### config.mk
export PLATFORM = sky130hd
export DESIGN_NAME = c64_bus_arbiter
export DESIGN_NICKNAME = d
export VERILOG_FILES = /design/src/rtl/c64_bus_arbiter.sv
export SDC_FILE = /design/constraint.sdc
export NUM_CORES = 1
export LEC_CHECK = 0
export CORE_UTILIZATION = 41
export DETAILED_ROUTE_END_ITERATION = 8
export PLACE_DENSITY = 0.81
export SLEW_MARGIN = 10
export SYNTH_ARGS = -nofsm -noshare
export SYNTH_HDL_FRONTEND = slang
export SYNTH_SLANG_ARGS = --single-unit
### constraint.sdc
create_clock -name clk_20 -period 1.95 [get_ports clk_20]
set_input_delay 0.39 -clock clk_20 [delete_from_list [all_inputs] [get_ports clk_20]]
set_output_delay 0.39 -clock clk_20 [all_outputs]
set_load 0.05 [all_outputs]
### src/rtl/c64_bus_arbiter.sv
// Three-requester arbiter for a single C64 bus cycle port.
// Define ARB_ROUND_ROBIN_EN for round-robin; default is fixed priority.
module c64_bus_arbiter #(
    parameter int TIMEOUT_CYCLES = 255
) (
    input  logic        clk_20,
    input  logic        rst,
    input  logic [2:0]  req,
    input  logic [47:0] req_addr,
    input  logic [2:0]  req_rw,
    input  logic [23:0] req_wdata,
    output logic [2:0]  gnt,
    output logic [2:0]  done,
    output logic        err,
    output logic [7:0]  rdata,
    output logic        bus_start,
    output logic [15:0] bus_addr,
    output logic        bus_rw,
    output logic [7:0]  bus_wdata,
    input  logic        bus_done,
    input  logic [7:0]  bus_rdata
);

    typedef enum logic [1:0] {IDLE, ISSUE, WAIT, DONE} state_t;

    state_t      state, state_n;
    logic [7:0]  cnt, cnt_n;
    logic [2:0]  gnt_n, done_n;
    logic        err_n, start_n, rw_n;
    logic [7:0]  rdata_n, wdata_n;
    logic [15:0] addr_n;
    logic [1:0]  win;
    logic [15:0] sel_addr;
    logic        sel_rw;
    logic [7:0]  sel_wdata;

`ifdef ARB_ROUND_ROBIN_EN
    logic [1:0] ptr, ptr_n;

    function automatic logic [1:0] nxt(input logic [1:0] x);
        return (x == 2'd2) ? 2'd0 : x + 2'd1;
    endfunction

    // Search order starts at the requester after the last winner.
    always_comb begin
        logic [1:0] c0, c1, c2;
        c0 = ptr;
        c1 = nxt(c0);
        c2 = nxt(c1);
        if (req[c0])      win = c0;
        else if (req[c1]) win = c1;
        else              win = c2;
    end

    always_ff @(posedge clk_20) begin
        if (rst) ptr <= 2'd0;
        else     ptr <= ptr_n;
    end
`else
    always_comb begin
        if (req[0])      win = 2'd0;
        else if (req[1]) win = 2'd1;
        else             win = 2'd2;
    end
`endif

    always_comb begin
        unique case (win)
            2'd0: begin
                sel_addr  = req_addr[15:0];
                sel_rw    = req_rw[0];
                sel_wdata = req_wdata[7:0];
            end
            2'd1: begin
                sel_addr  = req_addr[31:16];
                sel_rw    = req_rw[1];
                sel_wdata = req_wdata[15:8];
            end
            default: begin
                sel_addr  = req_addr[47:32];
                sel_rw    = req_rw[2];
                sel_wdata = req_wdata[23:16];
            end
        endcase
    end

    always_comb begin
        state_n = state;
        cnt_n   = cnt;
        gnt_n   = gnt;
        done_n  = 3'b000;
        err_n   = 1'b0;
        start_n = 1'b0;
        rdata_n = rdata;
        addr_n  = bus_addr;
        rw_n    = bus_rw;
        wdata_n = bus_wdata;
`ifdef ARB_ROUND_ROBIN_EN
        ptr_n   = ptr;
`endif
        unique case (state)
            IDLE: begin
                gnt_n = 3'b000;
                if (req != 3'b000) begin
                    gnt_n   = 3'b001 << win;
                    addr_n  = sel_addr;
                    rw_n    = sel_rw;
                    wdata_n = sel_wdata;
                    state_n = ISSUE;
`ifdef ARB_ROUND_ROBIN_EN
                    ptr_n   = nxt(win);
`endif
                end
            end
            ISSUE: begin
                start_n = 1'b1;
                cnt_n   = 8'd0;
                state_n = WAIT;
            end
            WAIT: begin
                // A bus_done in the timeout cycle still returns real data.
                if (bus_done) begin
                    done_n  = gnt;
                    if (bus_rw) rdata_n = bus_rdata;
                    state_n = DONE;
                end else if (cnt == 8'(TIMEOUT_CYCLES - 1)) begin
                    done_n  = gnt;
                    err_n   = 1'b1;
                    rdata_n = 8'hFF;
                    state_n = DONE;
                end else begin
                    cnt_n = cnt + 8'd1;
                end
            end
            DONE: begin
                gnt_n   = 3'b000;
                state_n = IDLE;
            end
            default: state_n = IDLE;
        endcase
    end

    always_ff @(posedge clk_20) begin
        if (rst) begin
            state     <= IDLE;
            cnt       <= 8'd0;
            gnt       <= 3'b000;
            done      <= 3'b000;
            err       <= 1'b0;
            bus_start <= 1'b0;
            rdata     <= 8'd0;
            bus_addr  <= 16'd0;
            bus_rw    <= 1'b1;
            bus_wdata <= 8'd0;
        end else begin
            state     <= state_n;
            cnt       <= cnt_n;
            gnt       <= gnt_n;
            done      <= done_n;
            err       <= err_n;
            bus_start <= start_n;
            rdata     <= rdata_n;
            bus_addr  <= addr_n;
            bus_rw    <= rw_n;
            bus_wdata <= wdata_n;
        end
    end

endmodule

### After elaboration in Yosys (flattened, before gate mapping)

Cells that the tools add are included.

| word-level totals | value |
|---|---|
| ROM bits | 0 |
| bits in latches | 0 |
| output and inout port bits | 41 |
| register bits | 51 |
| memories kept | 0 |
| input port bits | 89 |
| word-level logic and storage cells | 56 |
| bits in writable memories | 0 |

| cells by class | value |
|---|---|
| reductions and logical operators | 12 |
| shifts and indexed selects | 1 |
| equality and inequality tests | 10 |
| divide/modulo/power cells | 0 |
| multipliers | 0 |
| bitwise operators | 1 |
| add/subtract/negate cells | 1 |
| magnitude comparators | 0 |
| multiplexer cells | 21 |

Operator list:

| cell | number |
|---|---|
| 2-to-1 mux 8 bit | 5 |
| case mux 16 bit (2 select lines) | 1 |
| case mux 8 bit (2 select lines) | 2 |
| 2-to-1 mux 2 bit | 5 |
| 2-to-1 mux 3 bit | 3 |
| adder 8 x 1 -> 8 bit, second input constant | 1 |
| == test 8 bit, second input constant | 1 |
| inequality test 2 bit, second input constant | 4 |
| case mux 2 bit (4 select lines) | 1 |
| case mux 3 bit (2 select lines) | 1 |
| AND reduction 3 bit | 2 |
| nonzero test 2 bit | 3 |
| == test 2 x 1 -> 1 bit, second input constant | 2 |
| == test 2 bit, second input constant | 2 |
| logical NOT 2 bit | 2 |
| AND reduction 2 bit | 2 |
| inequality test 3 bit, second input constant | 1 |
| nonzero test 3 bit | 1 |
| OR reduction 3 bit | 1 |
| left shift 1 x 2 -> 3 bit, first input constant | 1 |
| 2-to-1 mux 1 bit | 2 |
| case mux 1 bit (2 select lines) | 1 |
| OR reduction 2 bit | 1 |
| NOT 1 bit | 1 |

### Depth between registers and ports, before layout

| logic depth | value |
|---|---|
| word-level depth | 5 |
| gate-level depth with buffers | 7 |
| depth with buffers taken out | 6 |

### Least setup slack after synthesis

Ideal clock, no wire load.

| timing path | value |
|---|---|
| path type | reg-to-reg |
| from | register bus_rw |
| to | register rdata[0] |
| path slack | 0.406 ns |
| path buffers | 1 |
| data arrival time | 1.422 ns |
| cell stages (with the launch flop) | 5 |
| cell sequence | dfxtp_1 clkbuf_1 nand3_1 o221ai_1 a21oi_2 |

| on the way | value |
|---|---|
| cells in the longest elaborated chain, start to end | 2 |

Ends and longest elaborated chain:

| what | line | RTL |
|---|---|---|
| start, declared | 18 | `output logic bus_rw,` |
| start signal, assigned | 164 | `bus_rw <= rw_n;` |
| inequality test 2 bit (no line) | n/a |  |
| AND reduction 3 bit (no line) | n/a |  |
| end signal, assigned | 162 | `rdata <= rdata_n;` |
| end, declared | 15 | `output logic [7:0] rdata,` |

Every way passes these cells.
A chain may end at the register's enable or synchronous reset.

### Worst setup path after layout

| timing path | value |
|---|---|
| from | register gnt[2] |
| to | output port gnt[2] |

RTL lines:

| what | line | RTL |
|---|---|---|
| start, declared | 12 | `output logic [2:0] gnt,` |
| start signal, assigned | 158 | `gnt <= gnt_n;` |

No word-level cell between the ends.

==> impl_summary.log <==
[metrics] run status: completed
[metrics] global-route wire length before repair: 10600 um
[metrics] Hold Crit Depth: 2
[metrics] clock transition at the register clock pins on the worst setup and hold paths after CTS: 0.08 ns
[metrics] setup skew after layout: 0.0101 ns
[metrics] clock latency on the worst-skew pair: 0.30 ns
[metrics] unrepaired setup endpoints after global routing: no
[metrics] CTS Root Cell: clkbuf_8
[metrics] maximum achievable frequency: 536 MHz
[metrics] clock tree from TritonCTS: done
[metrics] fraction of final layout cells with drive strength greater than 1: 9.27%
[metrics] type of the worst setup path: flop to output port
[metrics] DRT Wirelength: 6880 um
[metrics] post-CTS repair timing setup buffer count: 0
[metrics] relative area change from synthesis to final layout: 55.4%
[metrics] launching element type of the critical path: flop
[metrics] number of antenna cells inserted: 0
[metrics] final weighted congestion in routability-driven placement: 0.817
[metrics] die extent in y: 82.7 um
[metrics] total setup violations reported at the end of the flow: 0
[metrics] Max Slew Vio Count: 0
[metrics] Critical-path top delay cell: clkdlybuf4s50_1
[metrics] number of buffers on the longest clock path: 2
[metrics] row count: 29
[metrics] Worst EP required: 1.56 ns
[metrics] origin of the worst min-delay path: bus_addr[4]
[metrics] die width: 82.7 um
[metrics] I/O Pins: 130
[metrics] pre-CTS worst setup slack: 0.0936 ns
[metrics] via count: 2717
[metrics] cell type contributing the most total cell area after synthesis: dfxtp_1
[metrics] Post-Synthesis Cell Area: 2670 sq um
[metrics] cell types with the largest area share after synthesis: dfxtp_1 (38%), nand2_1 (11%), mux2i_1 (9.8%), a21oi_1 (7.3%), o21ai_0 (4.5%)
[metrics] number of nets with antenna violations after routing: 0
[metrics] maximum level of the CTS H-tree: 2
[metrics] clock tree sinks: 51
[metrics] FF-to-FF Start: cnt[0]
[metrics] data arrival time of the worst path: 1.48 ns
[metrics] initial drt markers: 102
[metrics] max-cap viol count: 0
[metrics] share of the yosys chip area belonging to registers: 38.3%
[metrics] clock period minus final worst setup slack: 1.87 ns
[metrics] share of flip-flops with an asynchronous set or reset after synthesis: 0%
[metrics] Max rail drop VDD: 0.501 mV
[metrics] Post-Route Setup TNS: 0 ns
[metrics] worst relative slew slack: 64.1%
[metrics] critical-path cell list: clkdlybuf4s50_1
[metrics] Post-layout nets: 548
[metrics] post-synthesis cell type count: 42
[metrics] power density relative to cell area: 1020 nW/um^2
[metrics] effective utilization at floorplan: 42.3%
[metrics] share of the cycle needed by the critical path after routing: 95.7%
[metrics] routed vias/inst: 5.13
[metrics] Synthesis Warnings: 0
[metrics] largest driver fanout on the critical path: 3
[metrics] routed length per placed instance: 13.0 um
[metrics] TritonCTS Buffers: 5
[metrics] Synth Net Count: 423
[metrics] number of hold buffers added after cts: 0
[metrics] overall die area: 6840 sq um
[metrics] pin count of the biggest net entering global routing: 43
[metrics] Tot GR Track Use: 20.4%
[metrics] final HPWL from detailed placement: 5360 um
[metrics] count of unresolved DRC violations after routing: 0
[metrics] Design Area, Final: 4150 sq um
[metrics] number of global-route vias before repair: 2431
[metrics] CTS-repair resized insts: 0
[metrics] worst min-delay path class: flop to flop
[metrics] Core Footprint: 6310 sq um
[metrics] number of enable-type register cells in the synthesized netlist: 0
[metrics] Post-Route Utilization: 65.7%
[metrics] placed standard-cell area: 4040 sq um
[metrics] leakage power: 1.61 nW
[metrics] Port Buffer Count: 129
[metrics] min setup slack post-route: 0.0842 ns
[metrics] overall overflow remaining after global route: 0
[metrics] number of hold violations in the final report: 0
[metrics] end point of the worst hold path: bus_addr[4]
[metrics] final standard cell count with taps included and fillers excluded: 530
[metrics] Register-to-Register Path Depth: 6
[metrics] end of the worst register-to-register path: cnt[3]
[metrics] slew of the pin with the lowest slew margin: 0.536 ns
[metrics] Largest delay share family, worst path: buffers and inverters
[metrics] detailed-router iteration count before antenna repair: 4
[metrics] flop and latch count out of synthesis: 51
[metrics] area fraction of the dominant cell type after synthesis: 38.3%
[metrics] post-synthesis cell count: 327
[metrics] placed insts: 522
[metrics] Buffers & Inverters on Critical Path: 1
[metrics] dominant register cell in the synthesized netlist: dfxtp_1
[metrics] Avg Inst Size Synth: 8.16 sq um
[metrics] internal reg-to-reg setup slack: 0.26 ns
[metrics] CP endpoint kind: output port
[metrics] highest cell delay on the worst timing path: 0.81 ns
[metrics] number of antenna violations at the first check in global routing: 0
area by class of cell:
cell class	count	area, sq um
tap	77	96.3
multi-input combinational	248	1500
inverter	4	15.0
fill	563	2170
timing repair buffer	142	1410
sequential	51	1020
clock buffer	7	96.3
clock inverter	1	7.51
routing by layer:
metal	share of wire [%]	up-vias	track usage (%)
li1	-	1382	-
met1	41	1224	22.4
met2	49	101	36.4
met3	8.8	10	7.91
met4	1.2	0	5.17
met5	0	-	0
cells in the mapped netlist (all sizes together), types with 2 or more instances:
| cell type | n |
|---|---|
| a21oi | 47 |
| buf | 13 |
| dfxtp | 51 |
| a211oi | 2 |
| o221ai | 8 |
| or4 | 2 |
| mux2i | 26 |
| nor2 | 9 |
| and2 | 4 |
| nand2b | 5 |
| o21a | 2 |
| o21ai | 27 |
| nor2b | 2 |
| nand2 | 80 |
| nand3 | 5 |
| clkbuf | 11 |
| inv | 4 |
| o211ai | 4 |
| nor4 | 2 |
| or3 | 3 |
| ha | 7 |
registers in the layout (all words and copies together), names as in the netlist:
signal     count
bus_start      1
err            1
done           3
bus_wdata      8
state          2
gnt            3
bus_addr      16
bus_rw         1
rdata          8
cnt            8
where the power goes:
group          leakage (nW)  internal (mW)  switching, mW
registers             0.417           1.25          0.138
logic                  1.14          0.850           1.33
clock network        0.0505          0.323          0.327
stage by stage:
step	hold slack, ns	total power, mW
CTS	0.458	4.24
finish	0.457	4.21
detailed placement	0.446	3.59
floorplan	0.468	2.80
global placement	0.441	3.56
global route	0.481	4.47
how the worst max path moves through the flow:
stage                to  cells past startpoint     start
3_3_place_gp     cnt[3]                      5  bus_done
4_1_cts          gnt[2]                      1    gnt[2]
2_1_floorplan  rdata[0]                      4    bus_rw
6_report         gnt[2]                      1    gnt[2]
3_5_place_dp     cnt[6]                      5  bus_done
5_1_grt        rdata[4]                      1  rdata[4]
placed cells by master, fill, tap and decap left out, types with 2 or more instances in the layout:
master           instances
dfxtp_1                 51
and2_1                   4
inv_1                    3
mux2i_1                 26
buf_4                   14
or3_1                    3
ha_1                     7
nor4_1                   2
o221ai_1                 8
o21a_1                   2
a21oi_1                 39
o211ai_1                 4
o21ai_0                 24
a21oi_2                  8
nor2_1                   9
a211oi_1                 2
clkdlybuf4s50_1        124
nand2_1                 80
or4_1                    2
nand3_1                  5
o21ai_1                  2
nand2b_1                 5
buf_12                   3
clkbuf_8                 7
cell families after synthesis:
logic type | count (synthesis) | synth area share (%)
muxes | 27 | 10.2
and+or+nand+nor | 120 | 21.0
buffers and inverters | 28 | 5.67
DFF | 51 | 38.3
AOI/OAI and AO/OA | 94 | 21.7
adders and majority gates | 7 | 3.28
Note: power is estimated with default switching activity, not from simulation.
